--- src/rtl/seq_chunk_adder.sv ---
`default_nettype none
// ============================================================================
//  Module   : seq_chunk_adder
//  Purpose  : Multi-cycle N-bit adder/subtractor that processes K bits per
//             clock, LSB chunk first, rippling the carry through a register.
//             Completion is flagged by a one-cycle done pulse. The sum and
//             carry-out are registered and only update on completion.
//  Ports    : clk    - rising-edge clock
//             rst    - asynchronous active-high reset
//             start  - request, accepted in IDLE or DONE, ignored in RUN
//             a, b   - N-bit operands, captured with start
//             cin    - carry-in for add; ignored for subtract
//             sub    - 0 = a + b + cin, 1 = a - b
//             busy   - high while chunks are being processed
//             done   - one-cycle completion pulse
//             sum    - registered N-bit result
//             cout   - registered carry-out (for subtract, 1 = no borrow)
//             ovf    - registered signed overflow (only with the macro)
//  Options  : `define SEQ_CHUNK_ADDER_OVF_EN adds the ovf output.
//  Revision : 1.0 - initial release
// ============================================================================
module seq_chunk_adder #(
  parameter int N = 16,
  parameter int K = 4
) (
  input  logic         clk,
  input  logic         rst,
  input  logic         start,
  input  logic [N-1:0] a,
  input  logic [N-1:0] b,
  input  logic         cin,
  input  logic         sub,
  output logic         busy,
  output logic         done,
`ifdef SEQ_CHUNK_ADDER_OVF_EN
  output logic         ovf,
`endif
  output logic [N-1:0] sum,
  output logic         cout
);

  localparam int c_M     = N / K;
  localparam int c_CNT_W = (c_M > 1) ? $clog2(c_M) : 1;
  localparam logic [c_CNT_W-1:0] c_LAST = c_CNT_W'(c_M - 1);

  generate
    if ((N % K) != 0) begin : g_param_check
      $error("seq_chunk_adder: N must be a multiple of K");
    end
  endgenerate

  typedef enum logic [1:0] {
    S_IDLE = 2'd0,
    S_RUN  = 2'd1,
    S_DONE = 2'd2
  } state_t;

  state_t               r_state;
  state_t               w_next;

  logic [N-1:0]         r_a;      // operand A, shifted right one chunk per RUN edge
  logic [N-1:0]         r_b;      // operand B (already inverted for subtract)
  logic [N-1:0]         r_acc;    // partial result, filled from the top down
  logic                 r_carry;
  logic [c_CNT_W-1:0]   r_cnt;
  logic [N-1:0]         r_sum;
  logic                 r_cout;
`ifdef SEQ_CHUNK_ADDER_OVF_EN
  logic                 r_ovf;
  logic                 w_ovf;
`endif

  logic [K:0]           w_chunk;
  logic [N-1:0]         w_acc_next;
  logic                 w_last;
  logic                 w_load;

  // The current chunk always sits in the low K bits of the shifted operands.
  assign w_chunk    = {1'b0, r_a[K-1:0]} + {1'b0, r_b[K-1:0]} + (K+1)'(r_carry);
  // New chunk enters at the top; after M shifts the LSB chunk reaches bit 0.
  assign w_acc_next = (N'(w_chunk[K-1:0]) << (N - K)) | (r_acc >> K);
  assign w_last     = (r_cnt == c_LAST);
  assign w_load     = start && (r_state != S_RUN);

`ifdef SEQ_CHUNK_ADDER_OVF_EN
  // Carry into the MSB is recovered as a^b^s at that bit, then XORed with
  // the carry out of it.
  assign w_ovf = r_a[K-1] ^ r_b[K-1] ^ w_chunk[K-1] ^ w_chunk[K];
`endif

  always_ff @(posedge clk or posedge rst) begin
    if (rst) begin
      r_state <= S_IDLE;
    end else begin
      r_state <= w_next;
    end
  end

  always_comb begin
    w_next = r_state;
    busy   = 1'b0;
    done   = 1'b0;
    case (r_state)
      S_IDLE: begin
        if (start) w_next = S_RUN;
      end
      S_RUN: begin
        busy = 1'b1;
        if (w_last) w_next = S_DONE;
      end
      S_DONE: begin
        done   = 1'b1;
        w_next = start ? S_RUN : S_IDLE;
      end
      default: w_next = S_IDLE;
    endcase
  end

  always_ff @(posedge clk or posedge rst) begin
    if (rst) begin
      r_a     <= '0;
      r_b     <= '0;
      r_acc   <= '0;
      r_carry <= 1'b0;
      r_cnt   <= '0;
      r_sum   <= '0;
      r_cout  <= 1'b0;
`ifdef SEQ_CHUNK_ADDER_OVF_EN
      r_ovf   <= 1'b0;
`endif
    end else if (w_load) begin
      r_a     <= a;
      r_b     <= b ^ {N{sub}};
      r_carry <= sub ? 1'b1 : cin;
      r_cnt   <= '0;
    end else if (r_state == S_RUN) begin
      r_a     <= r_a >> K;
      r_b     <= r_b >> K;
      r_carry <= w_chunk[K];
      r_acc   <= w_acc_next;
      r_cnt   <= r_cnt + c_CNT_W'(1);
      if (w_last) begin
        r_sum  <= w_acc_next;
        r_cout <= w_chunk[K];
`ifdef SEQ_CHUNK_ADDER_OVF_EN
        r_ovf  <= w_ovf;
`endif
      end
    end
  end

  assign sum  = r_sum;
  assign cout = r_cout;
`ifdef SEQ_CHUNK_ADDER_OVF_EN
  assign ovf  = r_ovf;
`endif

endmodule
`default_nettype wire
--- config.mk ---
export PLATFORM = sky130hd
export DESIGN_NAME = seq_chunk_adder
export DESIGN_NICKNAME = d
export VERILOG_FILES = /design/src/rtl/seq_chunk_adder.sv
export SDC_FILE = /design/constraint.sdc
export NUM_CORES = 1
export LEC_CHECK = 0
export BUFFER_PORTS_ARGS = -buffer_cell sky130_fd_sc_hd__buf_2
export CAP_MARGIN = 10
export CORE_ASPECT_RATIO = 2
export CORE_UTILIZATION = 45
export DETAILED_ROUTE_END_ITERATION = 10
export PLACE_DENSITY = 0.67
export SYNTH_ARGS = -nofsm -noshare
export SYNTH_HDL_FRONTEND = slang
export SYNTH_SLANG_ARGS = --single-unit
--- constraint.sdc ---
create_clock -name clk -period 2.55 [get_ports clk]
set_clock_uncertainty 0.15 [all_clocks]
set_input_delay 0 -clock clk [delete_from_list [all_inputs] [get_ports clk]]
set_output_delay 0 -clock clk [all_outputs]
set_load 0.1 [all_outputs]
==> flow_metrics.env, run 1 <==
export IMPL_ys_async_sr_fraction=1.00
export IMPL_dp_hpwl_um=3980
export IMPL_critical_path_peak_fanout=45
export IMPL_min_period_over_period=0.825
export IMPL_clkLatencyLatePin_ps=320
export IMPL_finalCriticalPeriod_ps=2100
export IMPL_post_cts_buffers=0
export IMPL_peakVddDrop_mv=0.430
export IMPL_cts_tree="done"
export IMPL_synth_cell_area_um2=3040
export IMPL_cts_buffers_inserted=9
export IMPL_final_cell_count_no_fill=465
export IMPL_power_density_nw_per_um2=1370
export IMPL_drcViolationCount=0
export IMPL_worstPathArrival_ps=1950
export IMPL_timing_critical_path_slowest_cell_delay_ps=460
export IMPL_global_route_usage_total=0.190
export IMPL_antenna_violations_before_repair=0
export IMPL_path_cells="nand2b_4, clkinv_2, buf_12, buf_2"
export IMPL_synth_main_ff_cell="dfrtp_1"
export IMPL_status="finished clean"
export IMPL_cts_clk_slew_worst_paths_ps=50
export IMPL_cts_root_buffer_cell="clkbuf_16"
export IMPL_fin_util=0.609
export IMPL_detail_route_iter0_violations=110
export IMPL_ant_nets=0
export IMPL_std_cell_rows=42
export IMPL_pre_cts_slack_ps=554
export IMPL_worst_setup_path_type="reg2out"
export IMPL_crit_path_start="r_state[1]"
export IMPL_critical_path_top_delay_family="buffers and inverters"
export IMPL_finalWeightedCongestion=0.831
export IMPL_crit_path_end_kind="output port"
export IMPL_ys_types=29
export IMPL_cts_sinks=66
export IMPL_ys_ff_latch=66
export IMPL_final_hold_viol_count=0
export IMPL_worst_setup_path_start_kind="flip-flop"
export IMPL_synth_enable_flop_cells=0
export IMPL_rsz0062_at_grt="false"
export IMPL_hp_class="in2reg"
export IMPL_commonest_non_fill_non_tap_cells_in_the_layout="dfrtp_1, nand2_1, buf_2"
export IMPL_synth_yosys_seq_area_share=0.544
export IMPL_ios=56
export IMPL_first_global_vias=2118
export IMPL_whs_ps=86.6
export IMPL_critical_path_slowest_cell="buf_2"
export IMPL_largest_net_degree_at_the_start_of_global_routing=46
export IMPL_average_wire_per_cell_in_the_routed_design_um=12.8
export IMPL_syn_mean_instance_area_um2=10.6
export IMPL_initial_core_util=0.462
export IMPL_total_number_of_nets_in_the_final_design=415
export IMPL_static_leakage_power_nw=2.00
export IMPL_hold_path_startpoint="sub"
export IMPL_worst_slew_pin_slew_ps=615
export IMPL_detailroute_via_count=2242
export IMPL_die_area_um2=7100
export IMPL_wl_um=5930
export IMPL_io_buffers=55
export IMPL_core_area_um2=6570
export IMPL_die_width_um=60.1
export IMPL_worst_slew_margin_rel=0.589
export IMPL_setup_viol=0
export IMPL_num_antenna_cells=0
export IMPL_cts_repair_resized=0
export IMPL_die_height_um=118
export IMPL_clk_path_buf_depth=2
export IMPL_rr_startpoint="r_state[0]"
export IMPL_clock_fmax_mhz=475
export IMPL_synthCells=286
export IMPL_max_cap_violations=0
export IMPL_setup_slack_ps=446
export IMPL_congestion_overflow_gr=0
export IMPL_via_per_inst=4.82
export IMPL_cts_hold_buffers_added=35
export IMPL_h_tree_depth=3
export IMPL_synth_net_count=329
export IMPL_layout_commonest_cell="dfrtp_1"
export IMPL_synth_warnings=0
export IMPL_drv_slew=0
export IMPL_first_pass_grt_wire_length_um=9860
export IMPL_placed_cells_incl_taps=414
export IMPL_post_route_cells_drive_above_1_share=0.236
export IMPL_detail_route_first_pass_iterations=4
export IMPL_area_growth_synth_to_final_pct=31.8
export IMPL_critPathRequiredTime_ps=2400
export IMPL_setup_total_negative_slack_ps=0
export IMPL_buffer_and_inverter_count_on_the_worst_path=3
==> worst paths after layout <==
path	end	slack, ps	cells past startpoint
worst max-delay path	busy	450	4
worst min-delay path	r_b[15]	90	3
worst max register to register	sum[11]	550	4
worst min register to register	r_a[0]	320	2
max in group asynchronous	r_cnt[1]	1470	4
min in group asynchronous	r_a[1]	160	3
==> synth_stat cells, types with 3 or more instances <==
master | instances | area share
a21oi_1 | 14 | 0.023
nor2_1 | 20 | 0.025
mux2i_1 | 16 | 0.053
a211oi_1 | 4 | 0.0099
xnor2_1 | 16 | 0.046
clkbuf_1 | 5 | 0.0062
o21ai_0 | 33 | 0.054
buf_2 | 6 | 0.0099
buf_6 | 4 | 0.015
nand2_1 | 60 | 0.074
dfrtp_1 | 66 | 0.54
ha_1 | 4 | 0.016
mux2_4 | 11 | 0.054
inv_1 | 6 | 0.0074
buf_4 | 3 | 0.0074
==> cell families after synthesis <==
logic type,count (synthesis),share of synthesized area
AND/OR/NAND/NOR,85,0.113
adder cells (fa/ha/maj),6,0.0297
multiplexers,29,0.115
AO/OA/AOI/OAI,56,0.0985
flip-flops,66,0.544
buffers and inverters,26,0.0486
XOR/XNOR,18,0.0519
==> worst reg2reg max path, stage by stage, from the launching register on <==
cell and delay (ps):
dfrtp_1 420, nand2b_4 220, clkinv_2 320, nand2_4 390, mux2_2 390
==> flip-flops by register name, indices dropped and copies added (netlist names) <==
signal,flops
r_a,16
r_b,16
sum,16
r_acc,12
r_cnt,2
r_state,2
cout,1
r_carry,1
==> metrics by stage <==
| stage | instance area [µm²] | power, mW |
|---|---|---|
| after floorplan | 3040 | 3.80 |
| after global placement | 3350 | 4.18 |
| after detailed placement | 3350 | 4.25 |
| after CTS | 4000 | 5.52 |
| after global routing | 4000 | 5.82 |
| final | 4000 | 5.47 |
==> per-layer routing <==
layer	track usage	share of wire	routed length, µm	up-vias
met3	0.0492	0.028	165	15
met5	0	0	0	-
li1	-	-	-	1117
met1	0.220	0.40	2350	1062
met2	0.311	0.54	3220	48
met4	0.0974	0.033	195	0
==> where the power goes <==
group | total, mW | internal, mW | switching, mW
Clock | 1.22 | 0.808 | 0.407
Sequential | 1.79 | 1.51 | 0.284
Combinational | 2.46 | 0.692 | 1.77
Total | 5.47 | 3.01 | 2.46
==> final cells by class <==
type | count | area, µm²
well taps | 88 | 110
multi-input cells | 194 | 1240
clock inverters | 2 | 35.0
clock buffers | 14 | 264
inverters | 8 | 31.3
fillers | 545 | 2570
repair buffers | 93 | 673
flip-flops and latches | 66 | 1650
Note: power is estimated with default switching activity, not from simulation.
==> run 2: changes to the inputs <==
--- a/config.mk
+++ b/config.mk
@@ -10,7 +10,7 @@
 export CORE_ASPECT_RATIO = 2
 export CORE_UTILIZATION = 45
 export DETAILED_ROUTE_END_ITERATION = 10
-export PLACE_DENSITY = 0.67
+export PLACE_DENSITY = 0.69
 export SYNTH_ARGS = -nofsm -noshare
 export SYNTH_HDL_FRONTEND = slang
 export SYNTH_SLANG_ARGS = --single-unit
==> constraint.sdc (replaced) <==
create_clock -name clk -period 1.7 [get_ports clk]
set_clock_uncertainty 0.15 [all_clocks]
set_input_delay 0 -clock clk [delete_from_list [all_inputs] [get_ports clk]]
set_output_delay 0 -clock clk [all_outputs]
set_load 0.1 [all_outputs]
==> run 2 against run 1 <==
The flow now finishes with violations (setup timing). Combinational power up 59%. Clock power up 62%. Routed wire length rose by 1.0%. Critical path depth is 3 higher. Non-clock buffer count is 7 higher. Final area up 3.0%. Final cell count grew 1.5%. Clock-buffer cell count is 2 lower. Via count rose by 1.2%. Largest power group unchanged. Highest routed layer unchanged.
==> flow_metrics.env, run 2 (synthesized netlist as in run 1, its figures left out) <==
export IMPL_setup_viol=5
export IMPL_hp_class="in2reg"
export IMPL_ios=56
export IMPL_placed_cells_incl_taps=418
export IMPL_first_pass_grt_wire_length_um=10200
export IMPL_peakVddDrop_mv=0.822
export IMPL_clk_path_buf_depth=2
export IMPL_grt_met1_usage=0.222
export IMPL_finalWeightedCongestion=0.792
export IMPL_grt_busiest_layer="met2"
export IMPL_layout_commonest_cell="dfrtp_1"
export IMPL_worst_slew_pin_slew_ps=494
export IMPL_first_global_vias=2223
export IMPL_std_cell_rows=42
export IMPL_average_wire_per_cell_in_the_routed_design_um=12.7
export IMPL_post_route_cells_drive_above_1_share=0.276
export IMPL_rsz0062_at_grt="true"
export IMPL_layout_cell_area_non_filler_um2=4120
export IMPL_setup_total_negative_slack_ps=-171
export IMPL_via_per_inst=4.81
export IMPL_worst_setup_path_type="reg2reg"
export IMPL_antenna_violations_before_repair=0
export IMPL_min_period_over_period=1.04
export IMPL_hold_depth=3
export IMPL_die_height_um=118
export IMPL_crit_path_end_kind="flip-flop"
export IMPL_area_growth_synth_to_final_pct=35.7
export IMPL_critPathRequiredTime_ps=1750
export IMPL_clock_fmax_mhz=567
export IMPL_io_buffers=55
export IMPL_finalCriticalPeriod_ps=1760
export IMPL_grt_util_met2=0.324
export IMPL_drcViolationCount=0
export IMPL_commonest_non_fill_non_tap_cells_in_the_layout="dfrtp_1, nand2_1, buf_2"
export IMPL_setup_slack_ps=-64.6
export IMPL_worstPathArrival_ps=1810
export IMPL_worst_reg_to_reg_path_cell_count=7
export IMPL_cts_clk_slew_worst_paths_ps=50
export IMPL_clkLatencyLatePin_ps=320
export IMPL_max_cap_violations=0
export IMPL_dp_hpwl_um=3900
export IMPL_cts_root_buffer_cell="clkbuf_16"
export IMPL_status="complete, but fails checks"
export IMPL_final_hold_viol_count=0
export IMPL_placed_cell_area_um2=3400
export IMPL_final_cell_count_no_fill=472
export IMPL_initial_core_util=0.462
export IMPL_worst_slew_margin_rel=0.673
export IMPL_p_total_mw=8.60
export IMPL_cts_sinks=66
export IMPL_static_leakage_power_nw=2.04
export IMPL_cts_tree="done"
export IMPL_power_density_nw_per_um2=2090
export IMPL_h_tree_depth=3
export IMPL_congestion_overflow_gr=0
export IMPL_die_width_um=60.1
export IMPL_detail_route_iter0_violations=74
export IMPL_detailroute_via_count=2268
export IMPL_largest_net_degree_at_the_start_of_global_routing=67
export IMPL_total_number_of_nets_in_the_final_design=422
export IMPL_ant_nets=0
export IMPL_critical_path_peak_fanout=2
export IMPL_global_route_usage_total=0.194
export IMPL_num_antenna_cells=0
export IMPL_worst_setup_path_start_kind="flip-flop"
export IMPL_whs_ps=7.70
export IMPL_failed_checks="setup timing"
export IMPL_drv_slew=0
export IMPL_cts_buffers_inserted=9
export IMPL_detail_route_first_pass_iterations=4
export IMPL_met3_usage=0.0460
export IMPL_wl_um=5990
export IMPL_die_area_um2=7100
export IMPL_core_area_um2=6570
## run 2: worst paths after layout
path / startpoint / endpoint / slack [ps]
min in group asynchronous: rst / r_cnt[0] / 160
hold reg to reg: r_a[4] / r_a[0] / 320
max in group asynchronous: rst / r_b[3] / 960
setup / recovery: r_a[0] / cout / -60
setup reg to reg: r_a[0] / cout / -60
hold / removal: start / r_a[14] / 8
## run 2: metrics by stage
stage          worst slack [ps]  utilization
6_report                  -64.6        0.627
4_1_cts                   -61.0        0.626
2_1_floorplan              17.5            -
5_1_grt                    -154        0.627
3_3_place_gp              -25.5        0.518
3_5_place_dp              -62.5        0.518
## run 2: what timing repair did
item,in CTS,in global routing
setup endpoints to repair,8,8
hold endpoints to repair,99,0
hold buffers,36,0
buffers inserted,1,1
pin swaps,3,8
gates resized for setup,7,2
## run 2: layout make-up
cell class                      count  area [µm²]
Timing Repair Buffer              100         731
Multi-Input combinational cell    194        1260
Fill cell                         548        2450
Tap cell                           88         110
Clock buffer                       12         256
Inverter                            8        35.0
Clock inverter                      4        73.8
Sequential cell                    66        1650
## run 2: critical path, cell delays in order, from the launching register on
cell and delay, ps:
dfrtp_1 400, fa_2 410, inv_2 60, fa_2 200
inv_2 30, a21o_1 150, a21oi_2 150, o21ai_1 80
## run 2: power breakdown
group | switching (mW) | total [mW] | internal [mW] | leakage, nW
clock | 0.620 | 1.98 | 1.36 | 0.163
sequential | 0.431 | 2.70 | 2.27 | 0.839
combinational | 2.73 | 3.92 | 1.19 | 1.04
total | 3.79 | 8.60 | 4.81 | 2.04
## run 2: metal layers
metal,wire (µm),vias up
li1,-,1126
met1,2380,1077
met2,3250,49
met3,148,16
met4,210,0
met5,0,-
==> run 3: changes to the inputs <==
--- a/config.mk
+++ b/config.mk
@@ -11,6 +11,7 @@
 export CORE_UTILIZATION = 45
 export DETAILED_ROUTE_END_ITERATION = 10
 export PLACE_DENSITY = 0.69
+export RECOVER_POWER = 50
 export SYNTH_ARGS = -nofsm -noshare
 export SYNTH_HDL_FRONTEND = slang
 export SYNTH_SLANG_ARGS = --single-unit
==> run 3 against run 2 <==
The flow still finishes with violations (setup timing). Hold slack improved by 3.2 ps. Critical path depth is the same. Sequential power barely moved. Via count increased by 0.53%. Highest routed layer unchanged.
==> flow_metrics.env, run 3 (synthesized netlist as in run 1, its figures left out) <==
export IMPL_status="complete, but fails checks"
export IMPL_failed_checks="setup timing"
export IMPL_die_area_um2=7100
export IMPL_cts_buffers_inserted=9
export IMPL_power_density_nw_per_um2=2090
export IMPL_largest_net_degree_at_the_start_of_global_routing=67
export IMPL_cts_sinks=66
export IMPL_first_global_vias=2223
export IMPL_worst_setup_path_type="reg2reg"
export IMPL_congestion_overflow_gr=0
export IMPL_hold_depth=3
export IMPL_finalWeightedCongestion=0.792
export IMPL_area_growth_synth_to_final_pct=35.2
export IMPL_worst_hold_path_endpoint="r_a[14]"
export IMPL_final_hold_viol_count=0
export IMPL_hp_class="in2reg"
export IMPL_die_height_um=118
export IMPL_cts_root_buffer_cell="clkbuf_16"
export IMPL_first_pass_grt_wire_length_um=10200
export IMPL_commonest_non_fill_non_tap_cells_in_the_layout="dfrtp_1, nand2_1, buf_2"
export IMPL_post_route_cells_drive_above_1_share=0.273
export IMPL_average_wire_per_cell_in_the_routed_design_um=12.7
export IMPL_detail_route_iter0_violations=72
export IMPL_rr_startpoint="r_a[0]"
export IMPL_num_antenna_cells=0
export IMPL_total_number_of_nets_in_the_final_design=422
export IMPL_setup_viol=7
export IMPL_clkLatencyLatePin_ps=320
export IMPL_layout_commonest_cell="dfrtp_1"
export IMPL_dp_hpwl_um=3900
export IMPL_detailroute_via_count=2280
export IMPL_global_route_usage_total=0.194
export IMPL_worst_setup_path_start_kind="flip-flop"
export IMPL_worst_slew_pin_slew_ps=869
export IMPL_placed_cell_area_um2=3400
export IMPL_hold_path_startpoint="start"
export IMPL_critPathRequiredTime_ps=1750
export IMPL_critical_path_peak_fanout=2
export IMPL_worst_slew_margin_rel=0.421
export IMPL_worst_reg_to_reg_path_cell_count=7
export IMPL_wl_um=6010
export IMPL_die_width_um=60.1
export IMPL_setup_slack_ps=-64.2
export IMPL_r2r_slack_ps=-60
export IMPL_via_per_inst=4.83
export IMPL_peakVddDrop_mv=0.823
export IMPL_clk_path_buf_depth=2
export IMPL_layout_cell_area_non_filler_um2=4110
export IMPL_initial_core_util=0.462
export IMPL_crit_path_end_kind="flip-flop"
export IMPL_whs_ps=10.9
export IMPL_io_buffers=55
export IMPL_cts_clk_slew_worst_paths_ps=50
export IMPL_finalCriticalPeriod_ps=1760
export IMPL_max_cap_violations=0
export IMPL_drcViolationCount=0
export IMPL_clock_fmax_mhz=567
export IMPL_static_leakage_power_nw=2.03
export IMPL_std_cell_rows=42
export IMPL_h_tree_depth=3
export IMPL_rsz0062_at_grt="true"
export IMPL_worstPathArrival_ps=1810
export IMPL_ant_nets=0
export IMPL_drv_slew=0
export IMPL_detail_route_first_pass_iterations=4
export IMPL_min_period_over_period=1.04
export IMPL_cts_tree="done"
export IMPL_r2r_end="cout"
export IMPL_core_area_um2=6570
export IMPL_antenna_violations_before_repair=0
export IMPL_ios=56
-- run 3: cell types whose count changed in the layout (fill, tap and decap cells not counted), sizes merged --
cell | before | now
buf | 64 | 58
clkbuf | 12 | 18
-- run 3: worst max-delay path by stage --
stage	from	end	slack (ps)
2_1_floorplan	r_carry	r_carry	20
3_3_place_gp	r_carry	cout	-30
3_5_place_dp	r_carry	cout	-60
4_1_cts	r_carry	cout	-60
5_1_grt	r_a[0]	cout	-150
6_report	r_a[0]	cout	-60
-- run 3: timing repair --
| action | 4_1_cts | 5_1_grt |
|---|---|---|
| setup buffers | 1 | 1 |
| endpoints found under the setup margin | 8 | 8 |
| hold endpoints to repair | 99 | 0 |
| pin swaps | 3 | 8 |
| hold buffers | 36 | 0 |
| resized for setup | 7 | 2 |
-- run 3: stage by stage --
stage	utilization	setup WS (ps)	setup TNS (ps)	cells	power, mW
6_report	0.625	-64.2	-180	472	8.59
3_3_place_gp	0.518	-25.5	-49.4	418	6.35
3_5_place_dp	0.518	-62.5	-286	418	6.44
4_1_cts	0.626	-61.0	-192	471	8.64
5_1_grt	0.625	-154	-661	472	9.11
2_1_floorplan	-	17.5	0	286	5.73
-- run 3: worst max-delay path, stage by stage (launching register included) --
cell and delay (ps):
dfrtp_1 400, fa_2 410, inv_2 60, fa_2 200, inv_2 30, a21o_1 150, a21oi_2 150, o21ai_1 80
-- run 3: cell type report --
cell class | instances | area, µm²
fillers | 550 | 2460
clock inverters | 4 | 73.8
flip-flops and latches | 66 | 1650
well taps | 88 | 110
inverters | 8 | 35.0
multi-input cells | 194 | 1260
clock buffers | 12 | 256
repair buffers | 100 | 714
-- run 3: power breakdown --
part	total (mW)	switching [mW]	internal (mW)
combinational	3.91	2.74	1.17
clock	1.98	0.622	1.36
sequential	2.70	0.431	2.26
total	8.59	3.79	4.80
-- run 3: per-layer routing --
metal	GRT usage	wire (µm)	vias up
met5	0	0	-
met4	0.0959	204	0
met3	0.0460	161	13
met2	0.324	3270	52
met1	0.222	2370	1088
li1	-	-	1127
